`src/rtl/decode_stage.sv`:
```
// RV32I decode stage: decodes one instruction per cycle into a registered bundle
// with writeback bypass and a valid/ready handshake on both sides.
module decode_stage #(
  parameter int XLEN = 32
) (
  input  logic            clk,
  input  logic            rst_n,
  input  logic            in_valid,
  output logic            in_ready,
  input  logic [31:0]     in_instr,
  input  logic [XLEN-1:0] in_pc,
  input  logic            flush,
  output logic [4:0]      rs1,
  output logic [4:0]      rs2,
  input  logic [XLEN-1:0] rdata1,
  input  logic [XLEN-1:0] rdata2,
  input  logic            wb_wen,
  input  logic [4:0]      wb_rd,
  input  logic [XLEN-1:0] wb_data,
  output logic            out_valid,
  input  logic            out_ready,
  output logic [XLEN-1:0] out_pc,
  output logic [XLEN-1:0] out_op1,
  output logic [XLEN-1:0] out_op2,
  output logic [XLEN-1:0] out_imm,
  output logic [4:0]      out_rd,
  output logic            out_wen,
  output logic [6:0]      out_opcode,
  output logic [2:0]      out_funct3,
  output logic [3:0]      out_alu_op,
  output logic            out_illegal
);

  typedef enum logic [3:0] {
    ALU_ADD   = 4'd0,
    ALU_SUB   = 4'd1,
    ALU_SLL   = 4'd2,
    ALU_SLT   = 4'd3,
    ALU_SLTU  = 4'd4,
    ALU_XOR   = 4'd5,
    ALU_SRL   = 4'd6,
    ALU_SRA   = 4'd7,
    ALU_OR    = 4'd8,
    ALU_AND   = 4'd9,
    ALU_PASSB = 4'd10
  } aluOp_t;

  localparam logic [6:0] OPC_LUI    = 7'b0110111;
  localparam logic [6:0] OPC_AUIPC  = 7'b0010111;
  localparam logic [6:0] OPC_JAL    = 7'b1101111;
  localparam logic [6:0] OPC_JALR   = 7'b1100111;
  localparam logic [6:0] OPC_BRANCH = 7'b1100011;
  localparam logic [6:0] OPC_LOAD   = 7'b0000011;
  localparam logic [6:0] OPC_STORE  = 7'b0100011;
  localparam logic [6:0] OPC_OPIMM  = 7'b0010011;
  localparam logic [6:0] OPC_OP     = 7'b0110011;

  logic [6:0]      w_opcode;
  logic [2:0]      w_funct3;
  logic [4:0]      w_rd;
  logic            w_alt;
  logic [XLEN-1:0] w_imm;
  aluOp_t          w_aluOp;
  aluOp_t          w_funcOp;
  logic            w_writes;
  logic            w_illegal;
  logic            w_wen;
  logic [XLEN-1:0] w_op1;
  logic [XLEN-1:0] w_op2;
  logic            w_capture;

  logic            r_valid;
  logic [XLEN-1:0] r_pc;
  logic [XLEN-1:0] r_op1;
  logic [XLEN-1:0] r_op2;
  logic [XLEN-1:0] r_imm;
  logic [4:0]      r_rd;
  logic            r_wen;
  logic [6:0]      r_opcode;
  logic [2:0]      r_funct3;
  aluOp_t          r_aluOp;
  logic            r_illegal;

  assign w_opcode = in_instr[6:0];
  assign w_funct3 = in_instr[14:12];
  assign w_rd     = in_instr[11:7];
  assign w_alt    = in_instr[30];
  assign rs1      = in_instr[19:15];
  assign rs2      = in_instr[24:20];

  assign in_ready  = !r_valid || out_ready;
  assign w_capture = in_valid && in_ready && !flush;

  // Register x0 always reads zero; otherwise a same-cycle writeback wins over the file.
  assign w_op1 = (rs1 == 5'd0) ? '0 : ((wb_wen && wb_rd == rs1) ? wb_data : rdata1);
  assign w_op2 = (rs2 == 5'd0) ? '0 : ((wb_wen && wb_rd == rs2) ? wb_data : rdata2);

  always_comb begin
    w_funcOp = ALU_ADD;
    unique case (w_funct3)
      3'b000: w_funcOp = ALU_ADD;
      3'b001: w_funcOp = ALU_SLL;
      3'b010: w_funcOp = ALU_SLT;
      3'b011: w_funcOp = ALU_SLTU;
      3'b100: w_funcOp = ALU_XOR;
      3'b101: w_funcOp = w_alt ? ALU_SRA : ALU_SRL;
      3'b110: w_funcOp = ALU_OR;
      3'b111: w_funcOp = ALU_AND;
    endcase
  end

  always_comb begin
    w_imm     = '0;
    w_aluOp   = ALU_ADD;
    w_writes  = 1'b0;
    w_illegal = 1'b0;
    case (w_opcode)
      OPC_LUI: begin
        w_imm    = {in_instr[31:12], 12'b0};
        w_aluOp  = ALU_PASSB;
        w_writes = 1'b1;
      end
      OPC_AUIPC: begin
        w_imm    = {in_instr[31:12], 12'b0};
        w_writes = 1'b1;
      end
      OPC_JAL: begin
        w_imm    = {{(XLEN-20){in_instr[31]}}, in_instr[19:12], in_instr[20],
                    in_instr[30:21], 1'b0};
        w_writes = 1'b1;
      end
      OPC_JALR, OPC_LOAD: begin
        w_imm    = {{(XLEN-12){in_instr[31]}}, in_instr[31:20]};
        w_writes = 1'b1;
      end
      OPC_STORE: begin
        w_imm = {{(XLEN-12){in_instr[31]}}, in_instr[31:25], in_instr[11:7]};
      end
      OPC_BRANCH: begin
        w_imm = {{(XLEN-12){in_instr[31]}}, in_instr[7], in_instr[30:25],
                 in_instr[11:8], 1'b0};
      end
      OPC_OPIMM: begin
        w_imm    = {{(XLEN-12){in_instr[31]}}, in_instr[31:20]};
        // Immediate forms have no subtract; bit 30 is part of the immediate for ADDI.
        w_aluOp  = (w_funct3 == 3'b000) ? ALU_ADD : w_funcOp;
        w_writes = 1'b1;
      end
      OPC_OP: begin
        w_aluOp  = (w_funct3 == 3'b000 && w_alt) ? ALU_SUB : w_funcOp;
        w_writes = 1'b1;
      end
      default: w_illegal = 1'b1;
    endcase
  end

  assign w_wen = w_writes && (w_rd != 5'd0);

  always_ff @(posedge clk or negedge rst_n) begin
    if (!rst_n) begin
      r_valid   <= 1'b0;
      r_pc      <= '0;
      r_op1     <= '0;
      r_op2     <= '0;
      r_imm     <= '0;
      r_rd      <= '0;
      r_wen     <= 1'b0;
      r_opcode  <= '0;
      r_funct3  <= '0;
      r_aluOp   <= ALU_ADD;
      r_illegal <= 1'b0;
    end else if (flush) begin
      r_valid <= 1'b0;
    end else if (w_capture) begin
      r_valid   <= 1'b1;
      r_pc      <= in_pc;
      r_op1     <= w_op1;
      r_op2     <= w_op2;
      r_imm     <= w_imm;
      r_rd      <= w_rd;
      r_wen     <= w_wen;
      r_opcode  <= w_opcode;
      r_funct3  <= w_funct3;
      r_aluOp   <= w_aluOp;
      r_illegal <= w_illegal;
    end else if (r_valid && out_ready) begin
      r_valid <= 1'b0;
    end
  end

  assign out_valid   = r_valid;
  assign out_pc      = r_pc;
  assign out_op1     = r_op1;
  assign out_op2     = r_op2;
  assign out_imm     = r_imm;
  assign out_rd      = r_rd;
  assign out_wen     = r_wen;
  assign out_opcode  = r_opcode;
  assign out_funct3  = r_funct3;
  assign out_alu_op  = r_aluOp;
  assign out_illegal = r_illegal;

endmodule

```
`config.mk`:
```
export PLATFORM = sky130hd
export DESIGN_NAME = decode_stage
export DESIGN_NICKNAME = d
export VERILOG_FILES = /design/src/rtl/decode_stage.sv
export SDC_FILE = /design/constraint.sdc
export NUM_CORES = 1
export LEC_CHECK = 0
export BUFFER_PORTS_ARGS = -buffer_cell sky130_fd_sc_hd__clkbuf_2
export CORE_UTILIZATION = 25
export DETAILED_ROUTE_END_ITERATION = 8
export PLACE_DENSITY = 0.57
export SYNTH_ARGS = -nofsm -noshare
export SYNTH_HDL_FRONTEND = slang
export SYNTH_SLANG_ARGS = --single-unit
```
`constraint.sdc`:
```
create_clock -name clk -period 3.1 [get_ports clk]
set_input_delay 0.465 -clock clk [delete_from_list [all_inputs] [get_ports clk]]
set_output_delay 0.465 -clock clk [all_outputs]
set_load 0.01 [all_outputs]
```
Word level (Yosys, flattened, before mapping) --
Cells that the tools add are included. W data, S select, Z words.
Storage, ports and cells: bits in registers 150, input bits 171, output and inout port bits 161, word-level logic and storage cells 65
Cells by class: equality and inequality tests 18, multiplexer cells 15, bitwise operators 1, reduce and logical (&&, ||, !) cells 20
Operator list (count):
- $pmux W32 S5 | 1
- $mux W32 | 4
- $pmux W4 S8 | 1
- $eq A7 B6 Y1 const B | 3
- $eq A7 B7 Y1 const B | 3
- $eq A7 B5 Y1 const B | 2
- $eq A3 B3 Y1 const B | 4
- $pmux W4 S3 | 1
- $eq A5 B5 Y1 | 2
- $logic_not A5 Y1 | 2
- $reduce_or A9 Y1 | 1
- $mux W4 | 2
- $eq A7 B2 Y1 const B | 1
- $logic_and A1 B1 Y1 | 7
- $reduce_or A7 Y1 | 1
- $eq A3 B2 Y1 const B | 2
- $mux W1 | 6
- $reduce_bool A5 Y1 | 1
- $eq A3 B1 Y1 const B | 1
- $logic_not A3 Y1 | 1
- $reduce_bool A3 Y1 | 1
- $reduce_or A3 Y1 | 1
- $logic_not A1 Y1 | 2
- $reduce_and A2 Y1 | 1
- other kinds (3) | 3

Depth between registers and ports, before layout --
depth in word-level cells 6, mapped depth 7

Worst setup path before layout --
No wires, ideal clock.
path type in2reg, start point in in_instr[2], end point reg r_imm[11], in the netlist out_imm[11], data arrival time 1.670 ns, required time 3.035 ns, path slack 1.364 ns, stages on the path 7, buffers on the path 2, path through buf_2 -> or3_4 -> o22ai_4 -> nor2_2 -> a21oi_4 -> buf_6 -> a22o_1
Between the ends: cells in the longest elaborated chain, start to end 3, elaborated cells on any way between the ends 11
RTL lines:
- from (decl) | line 10 | input logic [31:0] in_instr,
- $eq A7 B5 Y1 (tied with other cells) | line 117 | case (w_opcode)
- $reduce_or A3 Y1 (no line) or $reduce_or A2 Y1 (tied branches)
- $pmux W32 S5 (*) | line 117
- to (signal assigned) | line 179 | r_imm <= w_imm;
- to (decl) | line 76 | logic [XLEN-1:0] r_imm;
Mark *: on every way between the ends. The rest lies on a longest branch, timed or not. A chain may end at the register's enable or synchronous reset.

Worst setup path after layout --
start point reg r_valid, in the netlist out_valid, end point reg r_imm[20], in the netlist out_imm[20]
Between the ends: cells in the longest elaborated chain, start to end 5
RTL lines:
- from (decl) | line 72 | logic r_valid;
- from (signal assigned) | line 161 | r_valid <= 1'b0;
- from (signal assigned) | line 173 | r_valid <= 1'b0;
- from (signal assigned) | line 175 | r_valid <= 1'b1;
- $logic_not A1 Y1 | line 91 | assign in_ready = !r_valid || out_ready;
- $logic_or A1 B1 Y1 | line 91
- $logic_and A1 B1 Y1 (2 in series) | line 92 | assign w_capture = in_valid && in_ready && !flush;
- $reduce_and A2 Y1 (no line)
Every way passes these cells.

==> results.txt <==
Initial core utilization -> 25.8%
Post-synthesis simple-gate area fraction -> 17.8%
CP required -> 3410 ps
Clk_lat worst skew -> 420 ps
Clk buf depth -> 2
Netlist Area Pre-Place -> 0.00680 mm2
CTS tree -> yes
Wire length per cell -> 17.7 um
Clk network pwr share -> 39.8%
Top cells by area, synth -> dfrtp_1 55%, nand2_1 13%, mux2i_1 9.4%, o21ai_0 5.3%, a22o_1 2.1%
Hold Path End -> out_pc[31]
Worst vdd ir -> 0.326 mV
FMAX -> 462 MHz
Multiplexer share of the synthesized area -> 9.43%
TNS Setup -> 0 ps
Via Count -> 6273
IO Pins -> 332
CTS root buffer -> clkbuf_16
PD cells -> 584 mW/mm2
Starting DRC count in detailed routing -> 360
CP max FO -> 11
Ys async rst share -> 100%
Net Sw Power -> 1610 uW
Layout cells sized above 1 -> 38.0%
Main flop type after synthesis -> dfrtp_1
Final Hold Violating Endpoints -> 0
Routability cong. -> 0.822
Core Box Area -> 0.0264 mm2
Share of the synthesized area in the top cell type -> 55.2%
First-pass GRT wire length -> 36.7 mm
Min Clock Period, post-route -> 2160 ps
Number of flops mapped to enable cells by yosys -> 0
Netlist cell types -> 44
Routed Wire Length -> 24.0 mm
Fin util -> 35.6%
Mapped Nets -> 868
Compound-gate portion of the synthesized area -> 11.1%
Vias per inst -> 4.63
Minimum hold slack -> 234 ps
Buffer count from post-CTS setup fixing -> 0
CTS Buf Count -> 17
Biggest area consumer among synthesized cells -> dfrtp_1
Final Setup Violations -> 0
DP Cell Count -> 1323
Slew HR -> 35.2%
Number of I/O port buffers -> 331
DRT Pass-1 Iters -> 4
Hold Crit Class -> in -> reg
Clk_skew -> 6.85 ps
XOR/XNOR Fraction of Synth Area -> 1.29%
Worst r2r src -> out_valid
# hold bufs at CTS -> 1
Reg2reg setup slack -> 940 ps
Main combinational cell family by area after synthesis -> simple AND/OR/NAND/NOR gates
Seq cells post-synth -> 150
Area delta synth->final -> 37.9%
Hold Crit Depth -> 3
MaxCap Viol Count -> 0
Syn Area/Cell -> 9.75 um2
Worst Path Arrival -> 2470 ps
Die area -> 0.0278 mm2
RSZ-0062 raised after global routing -> no
Final nets -> 1179
Critical path type -> reg -> reg
Hold path startpoint -> in_pc[31]
Vias in the first global route -> 6294
Final period util -> 69.8%
Sequential fraction of the synthesis area -> 55.2%
Slew Limit Fails -> 0
Post_cts resized -> 0
Die X -> 167 um
Fin cells -> 1356
Leakage power figure -> 0.00487 uW
Seq pwr share -> 42.6%
Placement Setup Slack -> 606 ps
Switching share of power -> 29.4%
DRC -> 0
Yosys warning total -> 0
Htree depth -> 4
Gate power share -> 17.6%
Final ANT Viol Nets -> 0
Largest net degree at the start of global routing -> 88
Mapped Cells -> 697
Status -> completed
Initial antenna violation count -> 1
Crit end category -> flip-flop
Die height -> 167 um
DP HPWL -> 17.9 mm
Worst slew pin tran -> 968 ps
FF-to-FF End -> out_imm[20]
Int Pwr -> 3860 uW
# rows -> 59
Cells on worst reg2reg path -> 4
CTS clk-pin slew, worst paths -> 70 ps
CTS sink count -> 150
Layout fillers -> 2728
Synth Area in Adders -> 0%
Startpoint types -> flip-flop
Grt ovf -> 0
Final Worst Setup Slack -> 937 ps
Tot GR Track Use -> 17.3%
-- cells by family (layout without fill, tap and decap cells) --
| kind of cell | count (synthesis) | count (layout) |
|---|---|---|
| multiplexers | 64 | 64 |
| flip-flops | 150 | 150 |
| AO/OA/AOI/OAI | 123 | 123 |
| buffers and inverters | 61 | 384 |
| other | 0 | 1 |
| XOR/XNOR | 10 | 10 |
| AND/OR/NAND/NOR | 289 | 289 |
-- cell usage after synthesis (2+ instances only) --
library cell,n
a221oi_1,4
o21ai_0,72
clkbuf_1,17
a22o_1,16
or4_1,3
and3_1,3
dfrtp_1,150
xnor2_1,2
nor2_2,2
nor4_1,2
buf_2,14
a21oi_1,6
clkbuf_2,4
nor2b_1,2
nand3_1,23
buf_4,12
o21ai_1,11
xor2_1,8
nor3_1,2
o2111ai_1,2
nand2_1,227
buf_6,7
inv_1,6
nor2_1,18
o22ai_1,2
mux2i_1,64
-- cell type report --
cell class | instances | area, um2 | area share [%]
well taps | 335 | 419 | 4.47
clock buffers | 18 | 429 | 4.58
diodes | 1 | 2.50 | 0.0267
clock inverters | 13 | 174 | 1.86
inverters | 6 | 22.5 | 0.240
repair buffers | 347 | 1860 | 19.9
flip-flops and latches | 150 | 3750 | 40.1
multi-input cells | 486 | 2710 | 28.9
-- stage by stage --
stage | cell area, um2 | power, uW
floorplan | 6800 | 2780
global placement | 8750 | 3330
detailed placement | 8750 | 3340
CTS | 9370 | 5560
global route | 9370 | 5760
finish | 9370 | 5470
-- layout by cell type, fill, tap and decap left out, types with 2 or more instances in the layout --
master      instances
nor2_2              2
buf_4               9
a22o_1             16
clkinv_4            3
or4_1               3
dfrtp_1           150
bufinv_16           3
o21ai_2             2
inv_6               3
nor2b_1             2
xnor2_1             2
clkbuf_2          330
and3_2              2
buf_12              6
nand2_1           227
nor4_1              2
o21ai_1            10
nand3_1            23
nor3_1              2
clkbuf_16          17
a221oi_1            4
a21oi_1             6
o21ai_0            71
o22ai_1             2
xor2_1              8
mux2i_1            64
clkinvlp_4          2
inv_1               6
o2111ai_1           2
nor2_1             18
-- state kept, by name, summed over array words and instances (netlist names) --
name         cells
out_illegal      1
out_op1         32
out_wen          1
out_alu_op       4
out_pc          32
out_op2         32
out_funct3       3
out_opcode       7
out_rd           5
out_imm         32
out_valid        1
-- layer usage --
metal | vias up | wire length [um] | track usage, % | share of wire (%)
li1 | 2964 | - | - | -
met1 | 2980 | 9950 | 20.8 | 41
met2 | 301 | 11500 | 28.8 | 48
met3 | 28 | 2050 | 5.49 | 8.5
met4 | 0 | 488 | 6.20 | 2.0
met5 | - | 0 | 0 | 0
-- critical path, cell delays in order (launching register included) --
cell      delay (ps)
dfrtp_1          380
nor2b_1          160
nor3b_2          660
o211ai_1         610
o311ai_0         240
-- power by group through the flow --
stage	combinational, uW	clock (uW)	sequential, uW
after detailed placement	982	0	2360
after floorplan	315	0	2470
after global placement	973	0	2360
final	963	2180	2330
after CTS	981	2250	2330
after global routing	1070	2330	2360
-- worst max path at each step --
stage	slack, ps	to	depth (start not counted)	startpoint
after CTS	850	out_imm[20]	4	out_valid
after global placement	610	out_op2[18]	7	in_instr[21]
after global routing	750	out_imm[20]	4	out_valid
after floorplan	1360	out_imm[11]	7	in_instr[2]
final	940	out_imm[20]	4	out_valid
after detailed placement	610	out_op1[1]	7	in_instr[18]
No activity file was read; power rests on OpenSTA's default activity.
